===== config.mk =====
export PLATFORM = sky130hd
export DESIGN_NAME = interrupt_acknowledge_initiator
export DESIGN_NICKNAME = d
export VERILOG_FILES = /design/src/rtl/interrupt_acknowledge_pkg.sv /design/src/rtl/interrupt_acknowledge_initiator.sv
export SDC_FILE = /design/constraint.sdc
export NUM_CORES = 1
export LEC_CHECK = 0
export ABC_AREA = 1
export CORE_ASPECT_RATIO = 1.5
export CORE_UTILIZATION = 45
export CTS_BUF_LIST = sky130_fd_sc_hd__clkbuf_4 sky130_fd_sc_hd__clkbuf_8 sky130_fd_sc_hd__clkbuf_16
export DETAILED_ROUTE_END_ITERATION = 6
export DONT_BUFFER_PORTS = 1
export PLACE_DENSITY = 0.58
export RECOVER_POWER = 25
export SYNTH_ARGS = -nofsm -noshare
export SYNTH_HDL_FRONTEND = slang
export SYNTH_SLANG_ARGS = --single-unit

===== constraint.sdc =====
create_clock -name clock -period 2.4 [get_ports clock]
set_clock_uncertainty 0.15 [all_clocks]
set_input_delay 0.48 -clock clock [delete_from_list [all_inputs] [get_ports clock]]
set_output_delay 0.48 -clock clock [all_outputs]
set_load 0.03 [all_outputs]

===== src/rtl/interrupt_acknowledge_pkg.sv =====
// Shared types and constants for the CPU-side 8259A interrupt-acknowledge initiator.
package interrupt_acknowledge_pkg;

    typedef enum logic [1:0] {
        ST_IDLE,
        ST_PULSE_LOW,
        ST_PULSE_HIGH,
        ST_RECOVER
    } ack_state_t;

    localparam logic [7:0] CALL_OPCODE  = 8'hCD;
    localparam logic [1:0] PULSES_8086  = 2'd2;
    localparam logic [1:0] PULSES_MCS80 = 2'd3;

    // Index of the final INTA# pulse for the latched mode (1 = MCS-80).
    function automatic logic [1:0] last_pulse_index(input logic mcs80_mode);
        return mcs80_mode ? (PULSES_MCS80 - 2'd1) : (PULSES_8086 - 2'd1);
    endfunction

endpackage


===== src/rtl/interrupt_acknowledge_initiator.sv =====
// Drives the INTA# pulse train toward an 8259A and assembles the returned
// vector (8086 mode) or CALL address (MCS-80 mode) for the processor model.
module interrupt_acknowledge_initiator
    import interrupt_acknowledge_pkg::*;
#(
    parameter int INTA_LOW_CYCLES  = 4,
    parameter int INTA_HIGH_CYCLES = 4
) (
    input  logic        clock,
    input  logic        reset_n,
    input  logic        interrupt,
    input  logic        interrupt_enable,
    input  logic        u8086_or_mcs80_config,
    input  logic [7:0]  data_bus_in,
    output logic        interrupt_acknowledge_n,
    output logic        acknowledge_busy,
    output logic        acknowledge_done,
    output logic [7:0]  interrupt_vector,
    output logic [15:0] call_address,
    output logic        call_opcode_error
);

    localparam logic [7:0] LOW_LOAD  = 8'(INTA_LOW_CYCLES - 1);
    localparam logic [7:0] HIGH_LOAD = 8'(INTA_HIGH_CYCLES - 1);

    ack_state_t  state_q, state_d;
    logic [7:0]  cnt_q, cnt_d;
    logic [1:0]  idx_q, idx_d;
    logic        mode_q, mode_d;
    logic        req_q, req_d;
    logic        inta_n_q, inta_n_d;
    logic        busy_q, busy_d;
    logic        done_q, done_d;
    logic [7:0]  vector_q, vector_d;
    logic [15:0] call_q, call_d;
    logic        opcode_error_q, opcode_error_d;
    logic        pend_err_q, pend_err_d;

    // The qualified request is registered first, so the IDLE decision made on
    // one edge puts INTA# low on the following edge.
    always_comb begin
        state_d        = state_q;
        cnt_d          = cnt_q;
        idx_d          = idx_q;
        mode_d         = mode_q;
        req_d          = interrupt & interrupt_enable;
        inta_n_d       = inta_n_q;
        busy_d         = busy_q;
        done_d         = 1'b0;
        vector_d       = vector_q;
        call_d         = call_q;
        opcode_error_d = opcode_error_q;
        pend_err_d     = pend_err_q;

        unique case (state_q)
            ST_IDLE: begin
                if (req_q) begin
                    state_d    = ST_PULSE_LOW;
                    mode_d     = u8086_or_mcs80_config;
                    idx_d      = 2'd0;
                    cnt_d      = LOW_LOAD;
                    inta_n_d   = 1'b0;
                    busy_d     = 1'b1;
                    pend_err_d = 1'b0;
                end
            end

            ST_PULSE_LOW: begin
                if (cnt_q == 8'd0) begin
                    if (mode_q) begin
                        unique case (idx_q)
                            2'd0:    pend_err_d    = (data_bus_in != CALL_OPCODE);
                            2'd1:    call_d[7:0]   = data_bus_in;
                            2'd2:    call_d[15:8]  = data_bus_in;
                            default: ;
                        endcase
                    end else if (idx_q == 2'd1) begin
                        vector_d = data_bus_in;
                    end
                    inta_n_d = 1'b1;
                    cnt_d    = HIGH_LOAD;
                    if (idx_q == last_pulse_index(mode_q)) begin
                        state_d        = ST_RECOVER;
                        done_d         = 1'b1;
                        opcode_error_d = mode_q & pend_err_q;
                    end else begin
                        state_d = ST_PULSE_HIGH;
                    end
                end else begin
                    cnt_d = cnt_q - 8'd1;
                end
            end

            ST_PULSE_HIGH: begin
                if (cnt_q == 8'd0) begin
                    state_d  = ST_PULSE_LOW;
                    idx_d    = idx_q + 2'd1;
                    cnt_d    = LOW_LOAD;
                    inta_n_d = 1'b0;
                end else begin
                    cnt_d = cnt_q - 8'd1;
                end
            end

            ST_RECOVER: begin
                if (cnt_q == 8'd0) begin
                    state_d = ST_IDLE;
                    busy_d  = 1'b0;
                end else begin
                    cnt_d = cnt_q - 8'd1;
                end
            end

            default: begin
                state_d  = ST_IDLE;
                inta_n_d = 1'b1;
                busy_d   = 1'b0;
            end
        endcase
    end

    always_ff @(posedge clock or negedge reset_n) begin
        if (!reset_n) begin
            state_q        <= ST_IDLE;
            cnt_q          <= 8'd0;
            idx_q          <= 2'd0;
            mode_q         <= 1'b0;
            req_q          <= 1'b0;
            inta_n_q       <= 1'b1;
            busy_q         <= 1'b0;
            done_q         <= 1'b0;
            vector_q       <= 8'd0;
            call_q         <= 16'd0;
            opcode_error_q <= 1'b0;
            pend_err_q     <= 1'b0;
        end else begin
            state_q        <= state_d;
            cnt_q          <= cnt_d;
            idx_q          <= idx_d;
            mode_q         <= mode_d;
            req_q          <= req_d;
            inta_n_q       <= inta_n_d;
            busy_q         <= busy_d;
            done_q         <= done_d;
            vector_q       <= vector_d;
            call_q         <= call_d;
            opcode_error_q <= opcode_error_d;
            pend_err_q     <= pend_err_d;
        end
    end

    assign interrupt_acknowledge_n = inta_n_q;
    assign acknowledge_busy        = busy_q;
    assign acknowledge_done        = done_q;
    assign interrupt_vector        = vector_q;
    assign call_address            = call_q;
    assign call_opcode_error       = opcode_error_q;

endmodule

==> run metrics, run 1 <==
status=completed; WL final=4550 um; syn_area_per_cell=8.86 um^2; I/O pins=41; Die Span X=59.6 um; Slew @ Worst Pin=1060 ps; Startpoint Class=flip-flop; worst setup path class=reg -> reg; Flop pwr share=0.450; RR Startpoint=state_q[1]; CP Capture Type=flip-flop; clock network fraction of total power=0.139; Clock Tree Root=clkbuf_8; Hold Buf Count CTS=2; Reg clk slew, reported paths=80 ps; Worst Hold Launch=interrupt_enable; leakage=1.19 nW; # fillers=490; worst reg2reg path depth=9; CTS tree=done; CP required=2440 ps; postcts setup bufs=0; Initial Util=0.466; total die area=5270 um^2; GPL Wtd Cong=0.784; Comb power frac=0.411; Max Used Layer=met4; share of layout cells above drive strength 1=0.159; CP max stage cell=dfrtp_1; Vias=1651; I/O Buffers=0; Internal=1.76 mW; Tot Pwr=3.56 mW; clk sinks=43; CP Cell Sequence=inv_1 > ha_1 > inv_1 > nor2_2 > nand3_1 > o21ai_0 > nand2_1 > nand2_1 > o21ai_1; Final Net Count=280; Max Cap Violations=0; Syn. warnings=0; synth unique cells=28; drt pass-1 iters=4; crit share post-route=0.800; CP arrival=1960 ps; Cells after Synth=253; #FFs+latches synth=43; latest clock arrival within the worst-skew pair=290 ps; most frequent cells in the layout=70 x nand2_1, 42 x dfrtp_1, 28 x inv_1; clock period minus worst slack=1920 ps; WHS Path Cells=2; Hold Path Sink=req_q; post-DR vias/cell=5.10; final setup fails=0; layout overhead on the synthesized area=6.81%; gr ovfl total=0; DP Area=2280 um^2; Slew Limit Fails=0; sequential area share after synthesis=0.480; hpwl dp=3360 um; M1 wire length=1850 um; initial antenna violation count=0; worst hold margin=128 ps; Worst VDD drop=0.000760 V; first-pass GRT wire length=7890 um; Non-Filler Instances=324; fmax=0.521 GHz; unrepaired setup endpoints after global routing=false; Register-to-Register Setup Slack=480 ps; Met3 Wirelength=209 um; total CTS buffers=5; dpl cells=314; CTS resizes=0; first-iteration detailed-routing DRC count=52; sum of negative setup slack=0 ps; total global-route track usage=0.201; # DRC=0; largest fanout on the critical path=9; largest net degree at the start of global routing=44; sw frac=0.504; htree depth=2; syn_nets=276; met2 WL=2410 um; Final Hold Vio Count=0; Psw=1.79 mW; total core area=4810 um^2; commonest non-fill, non-tap cell in the layout=nand2_1; row cnt=31; Bufs on Longest Clock Path=2; Worst Hold Class=in -> reg; slew margin rel.=0.294; Mapped Area=2240 um^2; Routed Antenna Nets=0; r2r endpoint=call_opcode_error; post-DR wirelength/cell=14.0 um; Inserted Diodes=0; vias in the first global route=1732; Die H=88.5 um; Largest stage delay, worst path=420 ps; cell area after layout=2390 um^2; cell area power density=1480 nW/um^2
==> synthesized netlist by cell type (all sizes together) <==
library cell	instances	area, um^2
o211ai	2	15.0
buf	5	43.8
dfstp	1	26.3
o221ai	1	8.76
nand3	20	148
dfrtp	42	1050
inv	32	120
xor2	1	8.76
o21ai	38	220
nand2	76	315
nor2	14	83.8
or2	1	6.26
nand4	2	12.5
mux2	1	11.3
a21oi	7	46.3
ha	10	125
==> power by group through the flow <==
stage,logic (mW),clock network (mW),registers (mW)
final,1.46,0.493,1.60
after CTS,1.48,0.507,1.61
after global placement,1.44,0,1.62
after floorplan,1.21,0,1.55
after global routing,1.69,0.536,1.64
after detailed placement,1.46,0,1.62
==> cell families (layout without fill, tap and decap cells) <==
kind of cell	Yosys count	in the layout	share of synthesized area
buffers and inverters	37	42	0.0731
XOR/XNOR	1	1	0.00391
AO/OA/AOI/OAI	48	48	0.129
adder cells (fa/ha/maj)	10	10	0.0558
multiplexers	1	1	0.00502
AND/OR/NAND/NOR	113	113	0.252
flip-flops	43	43	0.480
==> worst max path at each step <==
stage / startpoint / to
3_5_place_dp: state_q[1] / call_opcode_error
2_1_floorplan: state_q[1] / call_address[5]
6_report: state_q[1] / call_opcode_error
3_3_place_gp: state_q[1] / call_opcode_error
5_1_grt: state_q[1] / call_opcode_error
4_1_cts: state_q[1] / call_opcode_error
==> routing by layer <==
metal  up-vias  global-route usage
li1        823                   -
met1       781               0.228
met2        40               0.363
met3         7              0.0526
met4         0              0.0592
met5         -                   0
==> metrics by stage <==
step            util  setup slack (ps)
2_1_floorplan      -               767
3_3_place_gp   0.474               507
3_5_place_dp   0.474               498
4_1_cts        0.503               476
5_1_grt        0.498               203
6_report       0.498               480
==> layout make-up <==
class	instances	area, um^2	share of cell area
clock buffers	6	82.6	0.0345
clock inverters	2	16.3	0.00679
inverters	32	120	0.0502
multi-input cells	173	1000	0.418
flip-flops and latches	43	1080	0.450
well taps	66	82.6	0.0345
repair buffers	2	15.0	0.00627
==> critical path, delay by kind of cell (launching register included) <==
family                     cells  cell delay [ps]
AOI/OAI and AO/OA              2              170
adders and majority gates      1              350
buffers and inverters          2              240
DFF                            1              420
and+or+nand+nor                4              490
==> flip-flops by register name, indices dropped and copies added (netlist names) <==
name and cells:
acknowledge_busy 1, acknowledge_done 1, call_address 16, call_opcode_error 1
cnt_q 8, idx_q 2, interrupt_acknowledge_n 1, interrupt_vector 8
mode_q 1, pend_err_q 1, req_q 1, state_q 2
No activity file was read; power rests on OpenSTA's default activity.
==> inputs of run 2 (changes only) <==
==> constraint.sdc (replaced) <==
create_clock -name clock -period 1.9 [get_ports clock]
set_clock_uncertainty 0.15 [all_clocks]
set_input_delay 0.38 -clock clock [delete_from_list [all_inputs] [get_ports clock]]
set_output_delay 0.38 -clock clock [all_outputs]
set_load 0.03 [all_outputs]
==> run metrics, run 2 (synthesis gave the netlist of run 1 again) <==
sum of negative setup slack=0 ps; Die H=88.5 um; Die Span X=59.6 um; most frequent cells in the layout=70 x nand2_1, 42 x dfrtp_1, 28 x inv_1; drt pass-1 iters=4; GPL Wtd Cong=0.783; status=completed; CP bufs+invs=1; worst setup path class=reg -> reg; clock network fraction of total power=0.163; gr ovfl total=0; worst hold margin=34.3 ps; Inserted Diodes=0; vias in the first global route=1607; Largest stage delay, worst path=420 ps; Worst Hold Launch=interrupt_enable; CP Cell Sequence=inv_1 > ha_1 > nand3_2 > nor2_8 > nand3_4 > nand2_1 > o21ai_2; Startpoint Class=flip-flop; hpwl dp=3340 um; share of layout cells above drive strength 1=0.169; first-pass GRT wire length=7580 um; clk sinks=43; # DRC=0; Psw=2.28 mW; commonest non-fill, non-tap cell in the layout=nand2_1; DP Area=2300 um^2; Worst Hold Class=in -> reg; htree depth=2; Tot Pwr=4.68 mW; leakage=1.22 nW; Flop pwr share=0.431; initial antenna violation count=0; cell area after layout=2440 um^2; RR Startpoint=cnt_q[0]; final setup fails=0; WL final=4530 um; crit share post-route=0.906; row cnt=31; latest clock arrival within the worst-skew pair=300 ps; CP delay by family, top=simple AND/OR/NAND/NOR gates; post-DR wirelength/cell=13.8 um; slew margin rel.=0.289; Worst VDD drop=0.000819 V; CP Capture Type=flip-flop; first-iteration detailed-routing DRC count=80; total die area=5270 um^2; CTS tree=done; Routed Antenna Nets=0; Initial Util=0.466; largest fanout on the critical path=16; Slew @ Worst Pin=1070 ps; Internal=2.40 mW; total core area=4810 um^2; fmax=0.581 GHz; total global-route track usage=0.196; Max Cap Violations=0; Slew Limit Fails=0; layout overhead on the synthesized area=9.04%; clock period minus worst slack=1720 ps; Largest register FFs=16; CP required=1940 ps; Comb power frac=0.406; I/O Buffers=0; Reg clk slew, reported paths=90 ps; Final Net Count=283; I/O pins=41; CP arrival=1760 ps; Critical Path Source=cnt_q[0]; cell area power density=1920 nW/um^2; sw frac=0.487; post-DR vias/cell=4.89; Clock Tree Root=clkbuf_8; Bufs on Longest Clock Path=2; Final Hold Vio Count=0; total CTS buffers=5; Vias=1599; unrepaired setup endpoints after global routing=false; largest net degree at the start of global routing=44; CP max stage cell=dfrtp_1
==> run 2: changes by cell type in the layout (fill, tap and decap cells not counted), sizes merged <==
cell / before / now
buf: 0 / 3
bufinv: 0 / 1
clkinv: 1 / 0
clkinvlp: 1 / 0
inv: 32 / 33
==> run 2: repair_timing <==
action	4_1_cts	5_1_grt
setup buffers	0	0
resized for setup	0	1
hold buffers	2	0
setup endpoints to repair	0	7
endpoints found under the hold margin	43	0
==> run 2: power groups by stage <==
stage | clock network [mW] | logic [mW] | registers [mW]
6_report | 0.762 | 1.90 | 2.02
3_5_place_dp | 0 | 1.87 | 2.05
3_3_place_gp | 0 | 1.85 | 2.04
5_1_grt | 0.813 | 2.18 | 2.08
2_1_floorplan | 0 | 1.53 | 1.96
4_1_cts | 0.781 | 1.91 | 2.03
==> run 2: worst paths after layout <==
check	endpoint	slack, ps	depth (start not counted)
max reg2reg	interrupt_vector[4]	180	7
min reg2reg	cnt_q[1]	350	2
min in group asynchronous	call_address[8]	670	2
min	req_q	30	2
max	interrupt_vector[4]	180	7
max in group asynchronous	call_address[12]	280	2
==> run 2: cell type report <==
cell class	count	area (um^2)
fill	481	2360
sequential	43	1080
multi-input combinational	173	1010
inverter	32	120
clock buffer	6	82.6
tap	66	82.6
clock inverter	2	38.8
timing repair buffer	5	37.5
==> run 2: per-stage QoR <==
step	util	std cells	setup WS, ps
2_1_floorplan	-	253	267
3_3_place_gp	0.479	317	168
3_5_place_dp	0.479	317	154
4_1_cts	0.512	327	136
5_1_grt	0.508	327	22.5
6_report	0.508	327	178
==> run 2: metal layers <==
layer  share of wire  track usage
met3           0.051       0.0468
met2            0.53        0.343
met1            0.41        0.233
met5               0            0
met4          0.0075       0.0634
